[config.mk]
export PLATFORM = sky130hd
export DESIGN_NAME = btb_update_scheduler_flat
export DESIGN_NICKNAME = d
export VERILOG_FILES = /design/src/rtl/btb_update_scheduler_if.sv /design/src/rtl/btb_update_scheduler.sv /design/src/flat_wrapper.sv
export SDC_FILE = /design/constraint.sdc
export NUM_CORES = 1
export LEC_CHECK = 0
export ABC_CLOCK_PERIOD_IN_PS = 6610
export CORE_UTILIZATION = 45
export CTS_BUF_LIST = sky130_fd_sc_hd__clkbuf_4 sky130_fd_sc_hd__clkbuf_8 sky130_fd_sc_hd__clkbuf_16
export DETAILED_ROUTE_END_ITERATION = 16
export HOLD_SLACK_MARGIN = 0.05
export PLACE_DENSITY = 0.69
export SLEW_MARGIN = 0
export SYNTH_ARGS = -nofsm -noshare
export SYNTH_HDL_FRONTEND = slang
export SYNTH_SLANG_ARGS = --single-unit
[constraint.sdc]
create_clock -name clk -period 6.61 [get_ports clk]
set_input_delay 1.322 -clock clk [delete_from_list [all_inputs] [get_ports clk]]
set_output_delay 1.322 -clock clk [all_outputs]
set_load 0.02 [all_outputs]
[src/rtl/btb_update_scheduler_if.sv]
// Bundle of the update, BTB-write and forwarding signals of the BTB update scheduler.
interface btb_update_scheduler_if;
   logic        upd_valid;
   logic [15:0] upd_pc;
   logic [15:0] upd_target;
   logic        upd_taken;
   logic        upd_ready;
   logic        btb_busy;
   logic        wb_enable;
   logic [15:0] wb_pc;
   logic [15:0] wb_target;
   logic        wb_taken;
   logic        fetch_steal;
   logic [15:0] lookup_pc;
   logic        fwd_hit;
   logic [15:0] fwd_target;
   logic        fwd_taken;
   logic [2:0]  count;

   // Scheduler side
   modport slave (
      input  upd_valid, upd_pc, upd_target, upd_taken, btb_busy, lookup_pc,
      output upd_ready, wb_enable, wb_pc, wb_target, wb_taken, fetch_steal,
             fwd_hit, fwd_target, fwd_taken, count
   );

   // Pipeline / BTB side
   modport master (
      output upd_valid, upd_pc, upd_target, upd_taken, btb_busy, lookup_pc,
      input  upd_ready, wb_enable, wb_pc, wb_target, wb_taken, fetch_steal,
             fwd_hit, fwd_target, fwd_taken, count
   );
endinterface

[src/rtl/btb_update_scheduler.sv]
// BTB update scheduler: 4-entry coalescing FIFO of resolved-branch updates,
// drained into the shared BTB port when fetch leaves it free, with a one-cycle
// forced steal after prolonged starvation of a full queue.
module btb_update_scheduler (
   input  logic                          clk,
   input  logic                          reset,
   btb_update_scheduler_if.slave         bus
);
   typedef enum logic [1:0] {IDLE, DRAIN, STEAL} state_e;

   typedef struct packed {
      logic [15:0] pc;
      logic [15:0] target;
      logic        taken;
   } entry_t;

   entry_t     mem_q [4];
   entry_t     mem_d [4];
   logic [1:0] rd_ptr_q, rd_ptr_d;
   logic [1:0] wr_ptr_q, wr_ptr_d;
   logic [2:0] count_q, count_d;
   logic [2:0] starve_q, starve_d;
   state_e     state_q, state_d;

   logic       ready, enq, deq, coalesce, alloc;
   logic [3:0] ent_valid, co_hit;
   logic       fwd_hit;
   logic [15:0] fwd_target;
   logic       fwd_taken;

   // Ready never looks at a same-cycle dequeue, keeping it off the busy path.
   assign ready = (count_q != 3'd4);
   // Steal writes regardless of fetch; otherwise drain only on free cycles.
   assign deq   = (state_q == STEAL) || (state_q == DRAIN && !bus.btb_busy);
   assign enq   = bus.upd_valid && ready;

   // Entry validity from ring position relative to head, plus coalesce match.
   always_comb begin
      ent_valid = '0;
      co_hit    = '0;
      for (int i = 0; i < 4; i++) begin
         ent_valid[i] = ({1'b0, 2'(2'(i) - rd_ptr_q)} < count_q);
         // The head leaving this cycle cannot absorb an update.
         co_hit[i]    = ent_valid[i] && (mem_q[i].pc == bus.upd_pc) &&
                        !(deq && (2'(i) == rd_ptr_q));
      end
   end

   assign coalesce = enq && (|co_hit);
   assign alloc    = enq && !coalesce;

   // Next-state of storage, pointers, occupancy, starvation and FSM.
   always_comb begin
      mem_d = mem_q;
      for (int i = 0; i < 4; i++) begin
         if (coalesce && co_hit[i]) begin
            mem_d[i].target = bus.upd_target;
            mem_d[i].taken  = bus.upd_taken;
         end
      end
      if (alloc) mem_d[wr_ptr_q] = '{pc: bus.upd_pc, target: bus.upd_target, taken: bus.upd_taken};

      rd_ptr_d = rd_ptr_q + {1'b0, deq};
      wr_ptr_d = wr_ptr_q + {1'b0, alloc};
      count_d  = count_q + {2'b00, alloc} - {2'b00, deq};

      starve_d = starve_q;
      if (deq || count_q != 3'd4)
         starve_d = 3'd0;
      else if (state_q == DRAIN && bus.btb_busy && starve_q != 3'd7)
         starve_d = starve_q + 3'd1;

      state_d = state_q;
      case (state_q)
         IDLE:  if (enq) state_d = DRAIN;
         DRAIN: begin
            if (starve_q == 3'd7 && count_q == 3'd4 && bus.btb_busy) state_d = STEAL;
            else if (count_d == 3'd0)                                 state_d = IDLE;
         end
         STEAL: state_d = DRAIN;
         default: state_d = IDLE;
      endcase
   end

   // Control state; reset discards every entry by clearing the pointers.
   always_ff @(posedge clk or posedge reset) begin
      if (reset) begin
         state_q  <= IDLE;
         rd_ptr_q <= 2'd0;
         wr_ptr_q <= 2'd0;
         count_q  <= 3'd0;
         starve_q <= 3'd0;
      end else begin
         state_q  <= state_d;
         rd_ptr_q <= rd_ptr_d;
         wr_ptr_q <= wr_ptr_d;
         count_q  <= count_d;
         starve_q <= starve_d;
      end
   end

   // Payload storage needs no reset: validity comes from pointers and count.
   always_ff @(posedge clk) begin
      mem_q <= mem_d;
   end

   // Forward from pending entries; walking head to tail lets the youngest win.
   always_comb begin
      fwd_hit    = 1'b0;
      fwd_target = '0;
      fwd_taken  = 1'b0;
      for (int k = 0; k < 4; k++) begin
         if ((3'(k) < count_q) && (mem_q[rd_ptr_q + 2'(k)].pc == bus.lookup_pc)) begin
            fwd_hit    = 1'b1;
            fwd_target = mem_q[rd_ptr_q + 2'(k)].target;
            fwd_taken  = mem_q[rd_ptr_q + 2'(k)].taken;
         end
      end
   end

   assign bus.upd_ready   = ready;
   assign bus.wb_enable   = deq;
   assign bus.fetch_steal = (state_q == STEAL);
   assign bus.wb_pc       = mem_q[rd_ptr_q].pc;
   assign bus.wb_target   = mem_q[rd_ptr_q].target;
   assign bus.wb_taken    = mem_q[rd_ptr_q].taken;
   assign bus.fwd_hit     = fwd_hit;
   assign bus.fwd_target  = fwd_target;
   assign bus.fwd_taken   = fwd_taken;
   assign bus.count       = count_q;
endmodule
[src/flat_wrapper.sv]
// flat-port wrapper written by rule: the top's interface ports become plain ports
module btb_update_scheduler_flat 
  (clk, reset, bus_upd_valid, bus_upd_pc, bus_upd_target, bus_upd_taken, bus_btb_busy, bus_lookup_pc, bus_upd_ready, bus_wb_enable, bus_wb_pc, bus_wb_target, bus_wb_taken, bus_fetch_steal, bus_fwd_hit, bus_fwd_target, bus_fwd_taken, bus_count);
  btb_update_scheduler_if bus_i ();
  input  logic clk;
  input  logic reset;
  input wire logic [$bits(bus_i.upd_valid)-1:0] bus_upd_valid;
  input wire logic [$bits(bus_i.upd_pc)-1:0] bus_upd_pc;
  input wire logic [$bits(bus_i.upd_target)-1:0] bus_upd_target;
  input wire logic [$bits(bus_i.upd_taken)-1:0] bus_upd_taken;
  input wire logic [$bits(bus_i.btb_busy)-1:0] bus_btb_busy;
  input wire logic [$bits(bus_i.lookup_pc)-1:0] bus_lookup_pc;
  output wire logic [$bits(bus_i.upd_ready)-1:0] bus_upd_ready;
  output wire logic [$bits(bus_i.wb_enable)-1:0] bus_wb_enable;
  output wire logic [$bits(bus_i.wb_pc)-1:0] bus_wb_pc;
  output wire logic [$bits(bus_i.wb_target)-1:0] bus_wb_target;
  output wire logic [$bits(bus_i.wb_taken)-1:0] bus_wb_taken;
  output wire logic [$bits(bus_i.fetch_steal)-1:0] bus_fetch_steal;
  output wire logic [$bits(bus_i.fwd_hit)-1:0] bus_fwd_hit;
  output wire logic [$bits(bus_i.fwd_target)-1:0] bus_fwd_target;
  output wire logic [$bits(bus_i.fwd_taken)-1:0] bus_fwd_taken;
  output wire logic [$bits(bus_i.count)-1:0] bus_count;
  assign bus_i.upd_valid = bus_upd_valid;
  assign bus_i.upd_pc = bus_upd_pc;
  assign bus_i.upd_target = bus_upd_target;
  assign bus_i.upd_taken = bus_upd_taken;
  assign bus_i.btb_busy = bus_btb_busy;
  assign bus_i.lookup_pc = bus_lookup_pc;
  assign bus_upd_ready = bus_i.upd_ready;
  assign bus_wb_enable = bus_i.wb_enable;
  assign bus_wb_pc = bus_i.wb_pc;
  assign bus_wb_target = bus_i.wb_target;
  assign bus_wb_taken = bus_i.wb_taken;
  assign bus_fetch_steal = bus_i.fetch_steal;
  assign bus_fwd_hit = bus_i.fwd_hit;
  assign bus_fwd_target = bus_i.fwd_target;
  assign bus_fwd_taken = bus_i.fwd_taken;
  assign bus_count = bus_i.count;
  btb_update_scheduler u_core (.clk(clk), .reset(reset), .bus(bus_i));
endmodule
==> impl_metrics.tcl <==
set metrics [dict create \
    status "finished clean" \
    post_cts_buffers 0 \
    cts_hold_buf 0 \
    start_kind "register" \
    multiInputGateArea_um2 6711 \
    cts_root_buf "clkbuf_16" \
    wl_per_cell_um 22.84 \
    grt_pass1_vias 7375 \
    io_pins 110 \
    finalHoldViolations 0 \
    nFillCells 2006 \
    path_clk_slew_ns 0.06 \
    synth_xor_area_share_pct 10.08 \
    leakage_nw 4.470 \
    nets 963 \
    synth_cells 815 \
    worstMarginPinSlew_ns 1.175 \
    hold_class "reg2reg" \
    muxShareOfSynthArea_pct 36.02 \
    drtAntennaViolNets 0 \
    power_switching_mw 2.677 \
    required_ns 5.29 \
    ys_async_sr_fraction_pct 8.333 \
    grt_max_degree 147 \
    fin_cells 1225 \
    cpMaxStageDelayCell "clkdlybuf4s50_1" \
    p_int_mw 4.013 \
    drt-total-wl_um 27980 \
    viasPerCell 6.214 \
    arrival_ns 4.96 \
    drtIter0Drc 648 \
    vdd_drop_max_v 0.0004118 \
    die_w_um 156.7 \
    remaining_drc_errors 0 \
    synth_cell_types 63 \
    dpl.hpwl_um 19300 \
    endpoint_kind "primary output" \
    syn-num-nets 885 \
    dp_cells 1193 \
    cap_violations 0 \
    final.setup.tns_ns 0 \
    layout_commonest_cell "clkdlybuf4s50_1" \
    cts_buffers 17 \
    cts_tree "done" \
    crit_chain "inv_1 -> ha_4 -> buf_4 -> mux4_1 -> xnor2_1 -> o2111ai_1 -> or4_1 -> o31a_1 -> a311oi_1 -> clkdlybuf4s50_1" \
    regArea_um2 3588 \
    layout_common_cells "clkdlybuf4s50_1 (109), mux4_2 (98), xor2_1 (79), dfxtp_1 (68), mux2_2 (65)" \
    maxSlewViolCount 0 \
    worst-setup-path-type "reg2out" \
    whs_ns 0.4848 \
    synth_top_family_by_area "multiplexers" \
    via_count 7612 \
    ys_ff_latch 144 \
    combPwrFrac_pct 60.5 \
    clockPowerShare_pct 14.6 \
    postCtsResizedCells 0 \
    yosysSeqAreaShare_pct 33.26 \
    slew_headroom_pct 21.63 \
    rows 56 \
    area_growth_pct 16.62 \
    initial_core_util_pct 45.91 \
    min_period_ns 6.280 \
    crit_path_max_incr_delay_ns 0.66 \
    cts_sinks 144 \
    antenna_found_initial 0 \
    postSynthAreaPerCell_um2 13.22 \
    synth_compound_area_share_pct 6.584 \
    max_freq_ghz 0.1592 \
    switching_share_pct 40.02 \
    portBuffers 109 \
    synth_warnings 0 \
    clockBufferDepth 2 \
    synth_edf_count 64 \
    grt-ovfl-total 0 \
    powerDensity_nw_per_um2 532.4 \
    skew_ns 0.01543 \
    setup_viol 0 \
    post-route-period-util_pct 95.00 \
    clk-insertion-delay-late_ns 0.44 \
    synth_ff_type "dfxtp_1" \
    grtUsageTotal_pct 23.46 \
    synth_area_um2 10780 \
    rsz0062_at_grt "no" \
    die_y_um 156.7 \
    synth_adder_area_share_pct 2.044 \
    first_pass_iters 6 \
    place.gp.congestion 0.9130 \
    p_seq_share_pct 24.9 \
    synthSimpleGateAreaFrac_pct 7.443 \
    htreeDepth 4 \
    p_total_mw 6.690 \
    coreArea_um2 23470 \
    dieArea_um2 24570 \
    drive_gt1_share_pct 25.94 \
    grt_pass1_wl_um 42720 \
    crit_fanout 33 \
    num_antenna_cells 0 \
]
## synth_stat cells (4+ instances only)
master | instances | area (um^2)
mux4_1 | 16 | 420.4
nand4_1 | 11 | 68.82
buf_1 | 9 | 33.78
and3_1 | 5 | 31.28
nand2_1 | 26 | 97.59
nor4_1 | 21 | 131.4
o21ai_0 | 4 | 20.02
a311oi_1 | 9 | 78.83
a31oi_4 | 4 | 85.08
xor2_1 | 79 | 691.9
o221ai_1 | 4 | 35.03
dfrtp_1 | 12 | 300.3
edfxtp_1 | 64 | 1922
mux2_2 | 65 | 732.0
o22ai_1 | 6 | 37.54
dfxtp_1 | 68 | 1361
clkbuf_1 | 20 | 75.07
nand3_1 | 20 | 100.1
buf_4 | 6 | 45.04
ha_1 | 16 | 200.2
buf_6 | 11 | 123.9
a311oi_2 | 9 | 135.1
buf_2 | 13 | 65.06
nor3_1 | 10 | 50.05
mux4_2 | 98 | 2207
a21oi_1 | 6 | 30.03
nor2b_1 | 19 | 118.9
o2bb2ai_1 | 8 | 70.07
xnor2_1 | 45 | 394.1
mux2i_1 | 39 | 390.4
inv_1 | 20 | 75.07
nor2_1 | 25 | 93.84
mux2_1 | 6 | 67.56
## final cells by class
cell class | instances | area share [%]
inverters | 20 | 0.5974
repair buffers | 122 | 9.559
flip-flops and latches | 144 | 28.56
well taps | 319 | 3.176
multi-input cells | 588 | 53.41
clock inverters | 14 | 1.205
clock buffers | 18 | 3.495
## critical path, delay by kind of cell (launching register included)
family	cells	cell delay, ns
adder cells (fa/ha/maj)	1	0.53
AND/OR/NAND/NOR	1	0.49
XOR/XNOR	1	0.40
multiplexers	1	0.32
buffers and inverters	3	1.22
flip-flops	1	0.49
AO/OA/AOI/OAI	3	1.04
## metal layers
metal  share of wire (%)  track usage (%)  up-vias
li1                    -                -     3387
met1                  42            30.70     3816
met2                  47            36.95      347
met3                 7.5            6.397       62
met4                 3.4            9.057        0
met5                   0                0        -
## through the flow
stage / setup WS (ns) / util, % / cell area, um^2
3_5_place_dp: 0.3951 / 51.02 / 11980
5_1_grt: 0.06788 / 53.53 / 12570
3_3_place_gp: 0.5626 / 51.02 / 11980
6_report: 0.3304 / 53.53 / 12570
2_1_floorplan: 1.179 / - / 10780
4_1_cts: 0.3022 / 53.53 / 12570
## sequential cells by signal, indices dropped and copies added, names as in the netlist
register,cells
u_core.starve_q,3
u_core.rd_ptr_q,2
u_core.mem_q,132
u_core.bus.count,3
u_core.wr_ptr_q,2
u_core.state_q,2
## logic make-up (layout without fill, tap and decap cells)
group	Yosys count	in the layout
adder cells (fa/ha/maj)	17	17
AO/OA/AOI/OAI	72	72
AND/OR/NAND/NOR	147	147
XOR/XNOR	124	124
buffers and inverters	83	174
multiplexers	228	228
flip-flops	144	144
## power groups by stage
stage	sequential, mW	clock [mW]	combinational [mW]
after floorplan	1.55	0	3.15
after global placement	1.64	0	4.01
after detailed placement	1.67	0	4.03
after CTS	1.65	1.00	4.05
after global routing	1.72	1.03	4.32
final	1.67	0.977	4.05
## path summary, 6_finish.rpt
kind | startpoint | endpoint | slack, ns | cells after the start
max in group asynchronous | reset | u_core.rd_ptr_q[0] | 5.02 | 2
setup reg to reg | u_core.rd_ptr_q[0] | u_core.mem_q[125] | 1.98 | 10
setup / recovery | u_core.rd_ptr_q[0] | bus_fwd_target[4] | 0.33 | 10
hold / removal | u_core.state_q[0] | u_core.state_q[0] | 0.48 | 1
min in group asynchronous | reset | u_core.state_q[1] | 1.23 | 2
hold reg to reg | u_core.state_q[0] | u_core.state_q[0] | 0.48 | 1
No activity file was read; power rests on OpenSTA's default activity.
